## config.mk

```make
export PLATFORM = sky130hd
export DESIGN_NAME = fetch_stage
export DESIGN_NICKNAME = d
export VERILOG_FILES = /design/src/rtl/fetch_stage.sv
export SDC_FILE = /design/constraint.sdc
export NUM_CORES = 1
export LEC_CHECK = 0
export BUFFER_PORTS_ARGS = -buffer_cell sky130_fd_sc_hd__buf_4
export CORE_MARGIN = 4
export CORE_UTILIZATION = 52
export CTS_CLUSTER_DIAMETER = 120
export CTS_CLUSTER_SIZE = 28
export DETAILED_ROUTE_END_ITERATION = 12
export GPL_TIMING_DRIVEN = 0
export PLACE_DENSITY = 0.77
export SETUP_SLACK_MARGIN = 0.05
export SKIP_CTS_REPAIR_TIMING = 1
export SYNTH_ARGS = -nofsm -noshare
export SYNTH_HDL_FRONTEND = slang
export SYNTH_SLANG_ARGS = --single-unit
```

## constraint.sdc

```tcl
create_clock -name clk -period 2.84 [get_ports clk]
set_clock_uncertainty 0.05 [all_clocks]
set_input_delay 0.568 -clock clk [delete_from_list [all_inputs] [get_ports clk]]
set_output_delay 0.568 -clock clk [all_outputs]
set_load 0.05 [all_outputs]
```

## src/rtl/fetch_stage.sv

```systemverilog
// fetch_stage: PC register, 2-deep pending-PC FIFO and 2-entry instruction buffer feeding decode; addr_ok->fs_valid is 2 cycles.
// Requests are withheld while pending+buffered+discard reaches 2, so responses always have a slot. Optional feature: FETCH_ADEF_EN.
module fetch_stage #(
  parameter logic [31:0] RESET_PC  = 32'h1c00_0000,
  parameter logic [31:0] NOP_INSTR = 32'h0340_0000
) (
  input  logic        clk,
  input  logic        resetn,
  output logic        inst_req,
  output logic [31:0] inst_addr,
  input  logic        inst_addr_ok,
  input  logic        inst_data_ok,
  input  logic [31:0] inst_rdata,
  input  logic        br_taken,
  input  logic [31:0] br_target,
  input  logic        ds_allowin,
  output logic        fs_valid,
  output logic [31:0] fs_pc,
  output logic [31:0] fs_instr,
  output logic        fs_adef
);

  typedef struct packed {
    logic [31:0] pc;
    logic [31:0] instr;
    logic        adef;
  } fs_entry_t;

  logic [31:0] pc_q;
  logic [1:0]  discard_cnt;
  logic [1:0]  pend_cnt;
  logic [1:0]  buf_cnt;
  logic [31:0] pend_head;
  fs_entry_t   buf_in;
  fs_entry_t   buf_head;
  logic [3:0]  occupancy;
  logic        room;
  logic        fetch_blk;
  logic        req_acc;
  logic        rsp_drop;
  logic        rsp_keep;
  logic        adef_push;
  logic        buf_push;
  logic        buf_pop;
  logic [31:0] target;
  logic [2:0]  redirect_dis;

  assign occupancy = {2'b00, pend_cnt} + {2'b00, buf_cnt} + {2'b00, discard_cnt};
  assign room      = occupancy < 4'd2;

`ifdef FETCH_ADEF_EN
  logic halt;
  logic adef_fault;

  // A misaligned PC becomes a NOP fault entry, queued behind all older responses.
  assign adef_fault = pc_q[1:0] != 2'b00;
  assign fetch_blk  = halt || adef_fault;
  assign adef_push  = resetn && adef_fault && !halt && !br_taken &&
                      (pend_cnt == 2'd0) && (buf_cnt != 2'd2);
  assign target     = br_target;

  always_ff @(posedge clk or negedge resetn) begin
    if (!resetn) begin
      halt <= 1'b0;
    end else if (br_taken) begin
      halt <= 1'b0;
    end else if (adef_push) begin
      halt <= 1'b1;
    end
  end
`else
  assign fetch_blk = 1'b0;
  assign adef_push = 1'b0;
  assign target    = br_target & ~32'h3;
`endif

  assign inst_req  = resetn && !br_taken && !fetch_blk && room;
  assign inst_addr = pc_q;
  assign req_acc   = inst_req && inst_addr_ok;
  assign rsp_drop  = inst_data_ok && (discard_cnt != 2'd0);
  assign rsp_keep  = inst_data_ok && (discard_cnt == 2'd0) && (pend_cnt != 2'd0);
  assign buf_push  = rsp_keep || adef_push;
  assign buf_pop   = fs_valid && ds_allowin;

  always_comb begin
    buf_in = '{pc: pc_q, instr: NOP_INSTR, adef: 1'b1};
    if (rsp_keep) begin
      buf_in = '{pc: pend_head, instr: inst_rdata, adef: 1'b0};
    end
  end

  // Every request still in flight at a redirect belongs to the dead path; a same-cycle response is one of them.
  always_comb begin
    redirect_dis = {1'b0, discard_cnt} + {1'b0, pend_cnt};
    if (inst_data_ok && (redirect_dis != 3'd0)) begin
      redirect_dis = redirect_dis - 3'd1;
    end
  end

  always_ff @(posedge clk or negedge resetn) begin
    if (!resetn) begin
      pc_q        <= RESET_PC;
      discard_cnt <= 2'd0;
    end else if (br_taken) begin
      pc_q        <= target;
      discard_cnt <= redirect_dis[2] ? 2'd3 : redirect_dis[1:0];
    end else begin
      if (req_acc) begin
        pc_q <= pc_q + 32'd4;
      end
      if (rsp_drop) begin
        discard_cnt <= discard_cnt - 2'd1;
      end
    end
  end

  sync_fifo #(.W(32), .DEPTH(2)) u_pend (
    .clk      (clk),
    .resetn   (resetn),
    .flush    (br_taken),
    .push     (req_acc),
    .push_dat (pc_q),
    .pop      (rsp_keep),
    .pop_dat  (pend_head),
    .cnt      (pend_cnt)
  );

  sync_fifo #(.W($bits(fs_entry_t)), .DEPTH(2)) u_buf (
    .clk      (clk),
    .resetn   (resetn),
    .flush    (br_taken),
    .push     (buf_push),
    .push_dat (buf_in),
    .pop      (buf_pop),
    .pop_dat  (buf_head),
    .cnt      (buf_cnt)
  );

  assign fs_valid = buf_cnt != 2'd0;
  assign fs_pc    = buf_head.pc;
  assign fs_instr = buf_head.instr;
  assign fs_adef  = buf_head.adef;

  a_addr_stable: assert property (@(posedge clk) disable iff (!resetn)
    (inst_req && !inst_addr_ok) |=> (inst_addr == $past(inst_addr)));

endmodule

module sync_fifo #(
  parameter int W     = 32,
  parameter int DEPTH = 2
) (
  input  logic                         clk,
  input  logic                         resetn,
  input  logic                         flush,
  input  logic                         push,
  input  logic [W-1:0]                 push_dat,
  input  logic                         pop,
  output logic [W-1:0]                 pop_dat,
  output logic [$clog2(DEPTH+1)-1:0]   cnt
);

  localparam int AW = (DEPTH > 1) ? $clog2(DEPTH) : 1;
  localparam int CW = $clog2(DEPTH + 1);

  logic [W-1:0]  mem [DEPTH];
  logic [AW-1:0] rd_ptr;
  logic [AW-1:0] wr_ptr;
  logic          do_push;
  logic          do_pop;

  function automatic logic [AW-1:0] inc(input logic [AW-1:0] p);
    return (int'(p) == DEPTH - 1) ? '0 : p + AW'(1);
  endfunction

  assign do_push = push && (int'(cnt) < DEPTH);
  assign do_pop  = pop && (cnt != '0);
  assign pop_dat = mem[rd_ptr];

  always_ff @(posedge clk or negedge resetn) begin
    if (!resetn) begin
      rd_ptr <= '0;
      wr_ptr <= '0;
      cnt    <= '0;
      for (int i = 0; i < DEPTH; i++) begin
        mem[i] <= '0;
      end
    end else if (flush) begin
      rd_ptr <= '0;
      wr_ptr <= '0;
      cnt    <= '0;
    end else begin
      if (do_push) begin
        mem[wr_ptr] <= push_dat;
        wr_ptr      <= inc(wr_ptr);
      end
      if (do_pop) begin
        rd_ptr <= inc(rd_ptr);
      end
      if (do_push && !do_pop) begin
        cnt <= cnt + CW'(1);
      end else if (do_pop && !do_push) begin
        cnt <= cnt - CW'(1);
      end
    end
  end

  a_no_overflow: assert property (@(posedge clk) disable iff (!resetn)
    !(push && !flush && (int'(cnt) == DEPTH)));

endmodule

```

==> impl_metrics.yaml, run 1 <==
status:
  status: "finished, violations left"
  violations: "negative hold slack, negative setup slack"
clocking:
  path_clk_slew_ns: 0.11
  cts_tree: "yes"
  clk_path_buf_depth: 3
  htree_levels: 1
  cts_buffers: 12
  clock_latency_ns: 0.49
  clock-root-buffer: "clkbuf_16"
  clock-sinks: 226
global_route:
  grt_pass1_vias: 8228
  track_usage: 0.2339
  grt_max_degree: 93
  antenna_found_initial: 1
  gr-total-overflow: 0
  grt_pass1_wl_um: 43180
drt:
  highest_layer: "met4"
  ant_nets: 0
  wl_per_cell_um: 19.64
  routedLengthMet1_um: 12390
  drc: 0
  viasPerCell: 5.683
  drtPass1Iterations: 5
  wl_met3_um: 1763
  vias: 8349
  wl_um: 28850
  wl_met2_um: 14120
  first_iter_violations: 482
power_and_ir_drop:
  peakVddDrop_uv: 603.6
  p_per_area_nw_per_um2: 717.6
  p_leak_nw: 6.162
synth:
  synth_cells: 994
  async_reset_ff_frac: 1.000
  synth_top_cells_by_area: "dfrtp_1 52%, mux2_2 16%, nand2_1 5.4%, o21ai_0 3.1%, mux2i_1 2.9%"
  yosysSeqAreaShare: 0.5270
  avgSynthCellArea_um2: 10.80
  yosys.area.top_type_share: 0.5196
  yosys_warnings: 0
  ys_ff_latch: 226
  yosysTopAreaCell: "dfrtp_1"
  synth.distinct_cells: 56
  synth_edf_count: 0
  synth_area_um2: 10740
  synth-main-ff-cell: "dfrtp_1"
floorplan:
  die_h_um: 151.7
  ios: 169
  die_w_um: 151.7
  core-area_um2: 20300
  die_area_um2: 23020
  start_util: 0.5290
  rows: 52
timing:
  final_hold_viol_count: 18
  finalCritPeriodShare: 1.033
  drv_slew: 0
  fin_ws_ns: -0.09284
  tightest_slew_ns: 0.6697
  rsz0062_at_grt: "yes"
  finalSetupViolCount: 28
  slew-limit-headroom: 0.5535
  whs_ns: -0.02197
  layout_min_cycle_time_ns: 2.933
  fmax_mhz: 341.0
worst_hold_path:
  hold_class: "in2async"
placed_design:
  placed_cells: 1430
  io_buffer_count: 161
  routabilityCongestion: 0.8282
  dp_hpwl_um: 19820
  placed_area_um2: 12360
  dp_slack_ns: -0.2912
final_layout:
  fin_area_um2: 13370
  fin_nets: 1274
  drive_gt1_frac: 0.3564
  final-instance-count-excl-fill: 1469
  regArea_um2: 5663
  fillers: 1599
  syn2layout_area_growth_pct: 24.47
  mostFrequentLayoutCell: "dfrtp_1"
  mostFrequentLayoutCells: "220 x dfrtp_1, 174 x buf_4, 154 x nand2_1"
  multi_input_area_um2: 4994
critical_path:
  cp-endpoint: "inst_req"
  r2r_end: "u_pend.mem[53]"
  cp_max_fo: 4
  required_ns: 2.22
  critPathKind: "reg2out"
  r2r_slack_ns: -0.04
  rr_startpoint: "u_pend.cnt[1]"
  r2r_cells: 11
  worstSetupEndpointType: "output pin"
  cp-start-kind: "flip-flop"
  startpoint: "u_pend.cnt[1]"
  arrival_ns: 2.31
job:
  max_cap_violations: 0
==> report_power, final <==
| group | switching (mW) | leakage [nW] | internal, mW | total [mW] |
|---|---|---|---|---|
| Sequential | 0.440 | 3.02 | 3.81 | 4.25 |
| Combinational | 1.96 | 2.97 | 1.44 | 3.40 |
| Clock | 1.08 | 0.174 | 0.858 | 1.94 |
| Total | 3.48 | 6.16 | 6.11 | 9.59 |
==> metrics by stage <==
step	total power, mW	util	setup TNS (ns)
after global routing	10.01	0.6585	-4.644
after detailed placement	7.325	0.6091	-19.68
after global placement	7.207	0.6060	-272.12
after floorplan	6.345	-	0
final	9.592	0.6585	-0.5676
after CTS	9.244	0.6270	-32.26
==> registers in the layout, summed over array words and instances, names as in the netlist <==
| name | count |
|---|---|
| u_buf.mem | 126 |
| u_buf.rd_ptr | 1 |
| u_pend.cnt | 2 |
| discard_cnt | 2 |
| u_pend.mem | 60 |
| u_buf.wr_ptr | 1 |
| inst_addr | 30 |
| u_pend.wr_ptr | 1 |
| u_buf.cnt | 2 |
| u_pend.rd_ptr | 1 |
==> layer usage <==
| metal | vias up | track usage |
|---|---|---|
| met1 | 4149 | 0.3233 |
| met5 | - | 0 |
| met4 | 0 | 0.04942 |
| li1 | 3859 | - |
| met2 | 289 | 0.3927 |
| met3 | 52 | 0.03896 |
==> Yosys cell counts, types with 12 or more instances <==
| library cell | count |
|---|---|
| clkbuf_1 | 37 |
| nand2_1 | 154 |
| o21ai_0 | 66 |
| mux2i_1 | 31 |
| nand3_1 | 19 |
| mux2_2 | 156 |
| o21ai_1 | 50 |
| dfrtp_1 | 223 |
| inv_1 | 12 |
| buf_2 | 24 |
| nor2_1 | 52 |
| a21oi_1 | 38 |
==> worst max-delay path, stage by stage, from the launching register on <==
cell and delay, ns:
dfrtp_2 0.40, inv_2 0.06, fa_1 0.55, inv_2 0.05, ha_4 0.21, nor4b_4 0.23, and2_4 0.20, buf_8 0.14
==> cells by family after synthesis <==
logic type,count (synthesis),synth area share
multiplexers,187,0.1925
flip-flops,226,0.5270
XOR/XNOR,12,0.009788
adder cells (fa/ha/maj),8,0.01072
AND/OR/NAND/NOR,285,0.1242
AO/OA/AOI/OAI,190,0.1004
buffers and inverters,85,0.03507
other,1,0.0003492
==> final cells by class <==
type / count / share of cell area
sequential: 226 / 0.4237
multi-input combinational: 686 / 0.3736
timing repair buffer: 186 / 0.1157
buffer: 72 / 0.03108
tap: 270 / 0.02527
clock buffer: 15 / 0.02490
inverter: 12 / 0.003370
clock inverter: 1 / 0.002247
antenna: 1 / 0.0001872
==> worst min path at each step <==
| stage | start | end | slack (ns) |
|---|---|---|---|
| after floorplan | resetn | discard_cnt[0] | 0.22 |
| after global placement | u_buf.mem[45] | u_buf.mem[45] | 0.41 |
| after detailed placement | u_buf.mem[52] | u_buf.mem[52] | 0.41 |
| after CTS | resetn | u_buf.mem[5] | -0.009 |
| after global routing | resetn | u_buf.mem[5] | 0.006 |
| final | resetn | u_buf.mem[67] | -0.02 |
Power figures use the tool's default switching activity.
==> inputs of run 2 (changes only) <==
--- a/config.mk
+++ b/config.mk
@@ -6,15 +6,18 @@
 export NUM_CORES = 1
 export LEC_CHECK = 0
 export BUFFER_PORTS_ARGS = -buffer_cell sky130_fd_sc_hd__buf_4
+export CELL_PAD_IN_SITES_DETAIL_PLACEMENT = 1
+export CELL_PAD_IN_SITES_GLOBAL_PLACEMENT = 1
 export CORE_MARGIN = 4
-export CORE_UTILIZATION = 52
+export CORE_UTILIZATION = 42
 export CTS_CLUSTER_DIAMETER = 120
 export CTS_CLUSTER_SIZE = 28
 export DETAILED_ROUTE_END_ITERATION = 12
 export GPL_TIMING_DRIVEN = 0
-export PLACE_DENSITY = 0.77
+export PLACE_DENSITY_LB_ADDON = 0.1
 export SETUP_SLACK_MARGIN = 0.05
 export SKIP_CTS_REPAIR_TIMING = 1
 export SYNTH_ARGS = -nofsm -noshare
 export SYNTH_HDL_FRONTEND = slang
+export SYNTH_HIERARCHICAL = 1
 export SYNTH_SLANG_ARGS = --single-unit
==> impl_metrics.yaml, run 2 <==
status:
  status: "finished, violations left"
  violations: "negative hold slack, negative setup slack"
synth:
  yosysTopAreaCell: "dfrtp_1"
  async_reset_ff_frac: 1.000
  synth.distinct_cells: 57
  synth_area_um2: 11790
  yosys_warnings: 6
  synth_top_cells_by_area: "dfrtp_1 49%, mux2_2 17%, mux2_4 7.6%, mux2_1 5.0%, nand2_1 3.8%"
  synth_cells: 940
  synth_edf_count: 0
  yosys.area.top_type_share: 0.4901
  ys_ff_latch: 234
  synth_commonest_cells: "231 x dfrtp_1, 180 x mux2_2, 120 x nand2_1"
  post-synth-top-count-cell: "dfrtp_1"
  yosysSeqAreaShare: 0.4968
  avgSynthCellArea_um2: 12.55
  synth-main-ff-cell: "dfrtp_1"
final_layout:
  top_register: "u_buf/mem"
  final-instance-count-excl-fill: 1547
  drive_gt1_frac: 0.4594
  mostFrequentLayoutCells: "229 x dfrtp_1, 190 x buf_4, 128 x mux2_2"
  fin_nets: 1245
  syn2layout_area_growth_pct: 25.94
  diodes: 0
  largest_reg_flops: 130
  mostFrequentLayoutCell: "dfrtp_1"
clocking:
  path_clk_slew_ns: 0.12
  htree_levels: 1
  clk_path_buf_depth: 3
  cts_tree: "yes"
  clock-root-buffer: "clkbuf_16"
  clock-sinks: 234
  cts_buffers: 12
  clock_latency_ns: 0.51
critical_path:
  arrival_ns: 3.88
  required_ns: 3.19
  cp_max_fo: 5
  r2r_end: "u_pend/mem[47]"
  worstSetupEndpointType: "flip-flop"
  rr_startpoint: "discard_cnt[1]"
  cp-endpoint: "u_pend/mem[47]"
  critPathKind: "reg2reg"
  critPathTopFamily: "simple AND/OR/NAND/NOR gates"
  r2r_slack_ns: -0.69
  crit_path_max_incr_delay_ns: 0.55
  critPathBufInv: 7
  r2r_cells: 14
  cp.depth: 14
  cp_cell_sequence: "inv_2 -> fa_1 -> inv_2 -> ha_4 -> or4b_4 -> or2_4 -> inv_4 -> buf_12 -> buf_12 -> nor2b_4 -> nor3b_4 -> buf_6 -> clkbuf_16 -> mux2_4"
  startpoint: "discard_cnt[1]"
  cp-start-kind: "flip-flop"
  crit_slowest_cell: "fa_1"
placed_design:
  placed_cells: 1489
  dp_hpwl_um: 21920
  dp_slack_ns: -1.330
  routabilityCongestion: 0.7741
  io_buffer_count: 164
power_and_ir_drop:
  peakVddDrop_uv: 689.5
  p_leak_nw: 7.257
  p_per_area_nw_per_um2: 662.3
drt:
  drc: 0
  wl_per_cell_um: 21.32
  ant_nets: 0
  first_iter_violations: 414
  vias: 8148
  drtPass1Iterations: 4
  wl_um: 32980
  viasPerCell: 5.267
floorplan:
  die_w_um: 175.6
  die_area_um2: 30820
  die_h_um: 175.6
  rows: 61
  ios: 169
  start_util: 0.4257
  core-area_um2: 27710
global_route:
  grt_max_degree: 91
  grt_pass1_wl_um: 49360
  antenna_found_initial: 0
  track_usage: 0.1998
  grt_pass1_vias: 8649
  gr-total-overflow: 0
worst_hold_path:
  hold_class: "in2async"
timing:
  fin_ws_ns: -0.6913
  final.setup.tns_ns: -45.69
  rsz0062_at_grt: "yes"
  fmax_mhz: 283.2
  layout_min_cycle_time_ns: 3.531
  whs_ns: -0.0007198
  slew-limit-headroom: 0.4619
  finalCritPeriodShare: 1.243
  drv_slew: 0
  tightest_slew_ns: 0.8072
  final_hold_viol_count: 1
  finalSetupViolCount: 93
job:
  max_cap_violations: 0
run 2: cell count changes after synthesis, sizes merged, moves of 17 or more:
cell,change
a21oi,-30
and2,+31
clkbuf,-17
mux2,+136
mux2i,-29
nand2,-35
nor2,-34
o21ai,-90
run 2: logic make-up (layout without fill, tap and decap cells):
| logic type | count (synthesis) | count (layout) | share of synthesized area |
|---|---|---|---|
| simple gates | 245 | 245 | 0.1048 |
| compound gates | 69 | 69 | 0.03841 |
| xor+xnor | 13 | 13 | 0.009654 |
| flops | 234 | 234 | 0.4968 |
| other cells | 1 | 6 | 0.0003180 |
| fa+ha+maj | 10 | 10 | 0.01188 |
| mux | 294 | 294 | 0.2996 |
| buf+inv | 74 | 298 | 0.03851 |
run 2: metrics by stage:
stage          instance area (um^2)  hold WS (ns)  utilization  total power [mW]
5_1_grt                       14850      0.006459       0.5361             10.35
6_report                      14850    -0.0007198       0.5361             9.837
4_1_cts                       14080      -0.06232       0.5083             9.622
3_5_place_dp                  13720        0.4225       0.4953             7.565
2_1_floorplan                 11960        0.2224            -             6.567
3_3_place_gp                  13660        0.4135       0.4931             7.465
run 2: layout make-up:
cell class                      instances  area [um^2]
Buffer                                 56        489.2
Clock buffer                           17        340.3
Clock inverter                          1        20.02
Fill cell                            2869        12850
Inverter                               18        70.07
Multi-Input combinational cell        637         5841
Sequential cell                       234         5862
Tap cell                              378        473.0
Timing Repair Buffer                  206         1758
run 2: how the worst min path moves through the flow:
stage	end	slack (ns)	cells past startpoint
after floorplan	discard_cnt[0]	0.22	0
after global placement	u_buf/mem[93]	0.41	1
after detailed placement	u_buf/mem[120]	0.42	1
after CTS	u_buf/mem[47]	-0.06	1
after global routing	u_buf/mem[47]	0.006	2
final	u_buf/mem[47]	-0.0007	2
run 2: routing by layer:
layer / up-vias / global-route usage / part of all wire
met2: 167 / 0.3244 / 0.48
met5: - / 0 / 0
li1: 3743 / - / -
met4: 0 / 0.03964 / 0.018
met3: 24 / 0.02669 / 0.042
met1: 4214 / 0.2899 / 0.47
run 2: power breakdown:
| group | switching, mW | internal [mW] | total, mW |
|---|---|---|---|
| Sequential | 0.452 | 3.90 | 4.35 |
| Clock | 1.16 | 0.869 | 2.02 |
| Combinational | 1.87 | 1.59 | 3.46 |
| Total | 3.48 | 6.36 | 9.84 |
run 2: worst register-to-register path, stage by stage, from the launching register on:
cell,delay [ns]
dfrtp_1,0.38
inv_2,0.07
fa_1,0.55
inv_2,0.05
ha_4,0.20
or4b_4,0.52
or2_4,0.30
inv_4,0.07
buf_12,0.10
buf_12,0.09
nor2b_4,0.15
nor3b_4,0.24
buf_6,0.20
clkbuf_16,0.18
mux2_4,0.30
